==> src/rtl/svm_coef_loader.sv <==
// svm_coef_loader: packs a narrow coefficient stream into SVM RAM lines, then loads the bias.
// run_en stays low from an accepted start until the whole coefficient set has been committed.
`default_nettype none

module svm_coef_loader #(
  parameter int COEF_W = 16,
  parameter int N_COEF = 105,
  parameter int N_WORD = 36,
  parameter int ADDR_W = 6,
  parameter int RAM_DW = COEF_W * N_COEF
) (
  input  logic              clk,
  input  logic              rst,
  input  logic              start,
  input  logic              abort,
  input  logic              s_valid,
  output logic              s_ready,
  input  logic [COEF_W-1:0] s_data,
  output logic [ADDR_W-1:0] addr_a,
  output logic              write_en,
  output logic [RAM_DW-1:0] o_line,
  output logic [COEF_W-1:0] bias,
  output logic              b_load,
  output logic              busy,
  output logic              done,
  output logic              run_en
);

  localparam int CNT_W = $clog2(N_COEF);

  localparam logic [2:0] S_IDLE  = 3'd0;
  localparam logic [2:0] S_FILL  = 3'd1;
  localparam logic [2:0] S_WRITE = 3'd2;
  localparam logic [2:0] S_BIAS  = 3'd3;
  localparam logic [2:0] S_BLOAD = 3'd4;
  localparam logic [2:0] S_DONE  = 3'd5;

  logic [2:0]        state;
  logic [CNT_W-1:0]  coef_cnt;
  logic [ADDR_W-1:0] word_cnt;
  logic              hs;

  assign s_ready  = (state == S_FILL) || (state == S_BIAS);
  assign hs       = s_valid && s_ready;
  assign addr_a   = word_cnt;
  assign write_en = (state == S_WRITE);
  assign b_load   = (state == S_BLOAD);
  assign done     = (state == S_DONE);
  assign busy     = (state != S_IDLE);

  always_ff @(posedge clk or posedge rst) begin
    if (rst) begin
      state    <= S_IDLE;
      coef_cnt <= '0;
      word_cnt <= '0;
      o_line   <= '0;
      bias     <= '0;
      run_en   <= 1'b0;
    end else if (abort && (state != S_IDLE)) begin
      // Abort wins over handshakes; run_en was already cleared by the accepted start.
      state <= S_IDLE;
    end else begin
      case (state)
        S_IDLE: begin
          if (start) begin
            state    <= S_FILL;
            coef_cnt <= '0;
            word_cnt <= '0;
            run_en   <= 1'b0;
          end
        end
        S_FILL: begin
          if (hs) begin
            for (int i = 0; i < N_COEF; i++) begin
              if (coef_cnt == CNT_W'(i)) o_line[i*COEF_W +: COEF_W] <= s_data;
            end
            if (coef_cnt == CNT_W'(N_COEF - 1)) begin
              coef_cnt <= '0;
              state    <= S_WRITE;
            end else begin
              coef_cnt <= coef_cnt + CNT_W'(1);
            end
          end
        end
        S_WRITE: begin
          if (word_cnt == ADDR_W'(N_WORD - 1)) begin
            state <= S_BIAS;
          end else begin
            word_cnt <= word_cnt + ADDR_W'(1);
            state    <= S_FILL;
          end
        end
        S_BIAS: begin
          if (hs) begin
            bias  <= s_data;
            state <= S_BLOAD;
          end
        end
        S_BLOAD: state <= S_DONE;
        S_DONE: begin
          state  <= S_IDLE;
          run_en <= 1'b1;
        end
        default: state <= S_IDLE;
      endcase
    end
  end

endmodule

`default_nettype wire
==> config.mk <==
export PLATFORM = sky130hd
export DESIGN_NAME = svm_coef_loader
export DESIGN_NICKNAME = d
export VERILOG_FILES = /design/src/rtl/svm_coef_loader.sv
export SDC_FILE = /design/constraint.sdc
export NUM_CORES = 2
export LEC_CHECK = 0
export CORE_AREA = 3 3 677 679
export DETAILED_ROUTE_END_ITERATION = 10
export DIE_AREA = 0 0 680 682
export PLACE_DENSITY_LB_ADDON = 0.25
export RECOVER_POWER = 100
export SYNTH_ARGS = -nofsm -noshare
export SYNTH_HDL_FRONTEND = slang
export SYNTH_SLANG_ARGS = --single-unit
==> constraint.sdc <==
create_clock -name clk -period 132.4 [get_ports clk]
set_clock_uncertainty 0.1 [all_clocks]
set_input_delay 26.48 -clock clk [delete_from_list [all_inputs] [get_ports clk]]
set_output_delay 26.48 -clock clk [all_outputs]
set_load 0.01 [all_outputs]
==> reports/qor.txt <==
Tot GR Track Use: 0.131
clk_lat worst skew: 0.85 ns
number of flops mapped to enable cells by yosys: 0
critical hold path startpoint: o_line[1127]
reg-to-reg setup timing slack: 126.60 ns
Distinct cells, synth: 47
total negative slack: 0 ns
first-pass GRT wire length: 419000 µm
DRT antenna net count: 0
Synth Register Bits: 1713
cts bufs inserted: 210
RSZ-0062 raised after global routing: false
YS warnings: 0
VDD IR max: 10.6 µV
status: finished with violations
port buffer count: 1728
sequential element share of the synthesized area: 0.657
failing checks: max-capacitance violations, max-slew violations
Pins Over Slew Limit: 2856
fmax: 21.6 MHz
Main synth FF type: dfrtp_1
CTS Root Cell: clkbuf_16
vias: 41900
cell count after synthesis: 3969
row count: 247
Via-to-Cell Ratio: 3.53
Clock Pin Slew Worst Setup and Hold Paths: 0.06 ns
DRC: 0
pin count of the biggest net entering global routing: 148
slew margin rel.: -4.30
grt ovf: 0
initial antenna violation count: 42
FF-to-FF Start: state[1]
register area: 0.0429 mm²
1st-iter DRT viols: 1702
async set-or-reset flop fraction in the synthesized netlist: 1.00
Fill cells: 48200
r2r worst-path depth: 6
Hold EP: o_line[1127]
drt pass-1 iters: 4
CTS tree: built
PostCTS Resize Cnt: 0
endpoints failing hold: 0
Area Overhead vs Synth: 47.1%
Worst Setup End Kind: async pin
share of layout cells above drive strength 1: 0.328
Mapped Nets: 3995
WS Path Type: in2async
vias in the first global route: 43900
multi-input logic area: 0.0204 mm²
Slew @ Worst Pin: 7.95 ns
Hold Path Depth: 1
die area: 0.464 mm²
WP data required: 131.25 ns
period utilization: 0.350
critical path peak fanout: 147
post-CTS setup buffer count: 0
HPWL after DPL: 224000 µm
Avg Synthesized Cell Area: 16.4 µm²
IO Count: 1729
cts hold-fix bufs: 0
Routed WL: 317000 µm
Final min period: 46.38 ns
Leakage: 48.7 nW
drt wl/cell: 26.7 µm
clk sinks: 1713
Max Root-Sink Buffers: 4
Die Y: 682 µm
Power Dens Cells: 14.0 mW/mm²
# setup viols final: 0
worst min path class: reg2reg
Hold Worst Slack: 0.377 ns
nets@finish: 5721
GP Congestion: 0.755
CP startpoint kind: input pin
reg2reg end: o_line[657]
Critical Path AT: 45.23 ns
Die X-Extent: 680 µm
H-tree levels: 4
Max Cap Viol: 91
post-synthesis cell area: 0.0652 mm²
Core ar.: 0.452 mm²
Initial Util: 0.144
## layer usage
layer  GRT usage  share of wire  wire length (µm)
met2       0.230           0.50            159000
met1       0.154           0.39            124000
met3      0.0366          0.073             23300
met5           0              0                 0
met4      0.0429          0.036             11500
## flip-flops by register name (all words and copies together) (netlist names)
name,cells
coef_cnt,7
o_line,1680
addr_a,6
bias,16
run_en,1
state,3
## layout by cell type (no fill, tap or decap), types with 5 or more instances in the layout
master,Yosys,final
and2_1,7,8
and3_1,7,7
buf_4,40,49
buf_6,18,16
bufinv_16,0,20
clkbuf_1,207,100
clkbuf_16,0,211
clkbuf_8,0,42
clkinv_2,0,32
clkinvlp_4,0,9
dfrtp_1,1713,1713
diode_2,0,32
dlygate4sd3_1,0,1712
ha_1,5,5
inv_6,0,6
mux2_1,191,193
mux2_2,1507,1505
nand2_1,24,62
nand3_1,6,6
nand3b_1,5,5
nor2_1,22,50
nor2_2,9,7
nor2b_1,14,14
nor3_1,4,5
o21ai_0,5,6
or3_1,6,7
## cell families after synthesis
logic type,after synthesis,share of synthesized area
flip-flops,1713,0.657
multiplexers,1698,0.293
buffers and inverters,322,0.0239
AND/OR/NAND/NOR,202,0.0214
AO/OA/AOI/OAI,26,0.00280
adder cells (fa/ha/maj),5,0.000959
XOR/XNOR,3,0.000403
## stage by stage
step	util	std cells	cell area [µm²]	setup WS, ns	power [mW]
finish	0.212	11900	95900	86.02	1.34
global route	0.212	11800	95800	81.83	1.40
CTS	0.213	11800	96500	100.73	1.39
detailed placement	0.198	11500	89400	99.76	0.775
global placement	0.198	11500	89400	99.94	0.773
floorplan	-	3969	65200	57.47	0.652
## power by group
group          internal [mW]  switching, mW  leakage, nW
registers              0.556         0.0180         23.5
clock network          0.356          0.241         3.49
logic                 0.0708         0.0978         21.7
total                  0.983          0.357         48.7
## critical path: stages
cell and delay, ns:
dlygate4sd3_1 0.55, clkinvlp_2 2.92, clkbuf_1 2.36, clkbuf_1 2.42, clkbuf_1 2.27, clkbuf_1 2.07
clkbuf_1 5.64
## layout make-up
| class | instances | share of cell area |
|---|---|---|
| Antenna cell | 32 | 0.000835 |
| Clock buffer | 298 | 0.0628 |
| Clock inverter | 78 | 0.0115 |
| Inverter | 4 | 0.000170 |
| Multi-Input combinational cell | 1934 | 0.213 |
| Sequential cell | 1713 | 0.447 |
| Tap cell | 5976 | 0.0780 |
| Timing Repair Buffer | 1832 | 0.187 |
## Yosys cell counts, types with 2 or more instances
master | instances | share of area
or3_1 | 6 | 0.00058
nand3b_1 | 5 | 0.00058
dfrtp_1 | 1713 | 0.66
buf_6 | 18 | 0.0031
nor2b_1 | 14 | 0.0013
inv_1 | 4 | 0.00023
a22o_1 | 4 | 0.00054
a31oi_1 | 2 | 0.00019
nand2b_1 | 3 | 0.00029
mux2_1 | 191 | 0.033
o21ai_0 | 5 | 0.00038
nand3_1 | 6 | 0.00046
nor2_4 | 24 | 0.0041
xor2_1 | 3 | 0.00040
nor2_2 | 9 | 0.00086
nor3_2 | 4 | 0.00061
o31ai_1 | 2 | 0.00023
mux2_2 | 1507 | 0.26
nand2_2 | 40 | 0.0038
and2_1 | 7 | 0.00067
buf_4 | 40 | 0.0046
o21ai_1 | 2 | 0.00015
nor2_1 | 22 | 0.0013
nor3_1 | 4 | 0.00031
nor4b_1 | 2 | 0.00027
ha_1 | 5 | 0.00096
nor2_8 | 6 | 0.0018
or3b_1 | 4 | 0.00054
and3_1 | 7 | 0.00067
and2_0 | 3 | 0.00029
a2bb2oi_1 | 2 | 0.00027
clkbuf_1 | 207 | 0.012
and3b_1 | 2 | 0.00027
nand2_1 | 24 | 0.0014
nand4_1 | 4 | 0.00038
buf_2 | 53 | 0.0041
o21bai_1 | 3 | 0.00035
nor3b_1 | 2 | 0.00023
a21oi_1 | 2 | 0.00015
## how the worst max path moves through the flow
| stage | startpoint | to | cells after the start |
|---|---|---|---|
| 2_1_floorplan | rst | addr_a[0] | 1 |
| 4_1_cts | rst | o_line[1062] | 8 |
| 5_1_grt | rst | o_line[217] | 7 |
| 6_report | rst | o_line[27] | 7 |
| 3_3_place_gp | rst | o_line[1060] | 8 |
| 3_5_place_dp | rst | o_line[1062] | 8 |
Note: power is estimated with default switching activity, not from simulation.
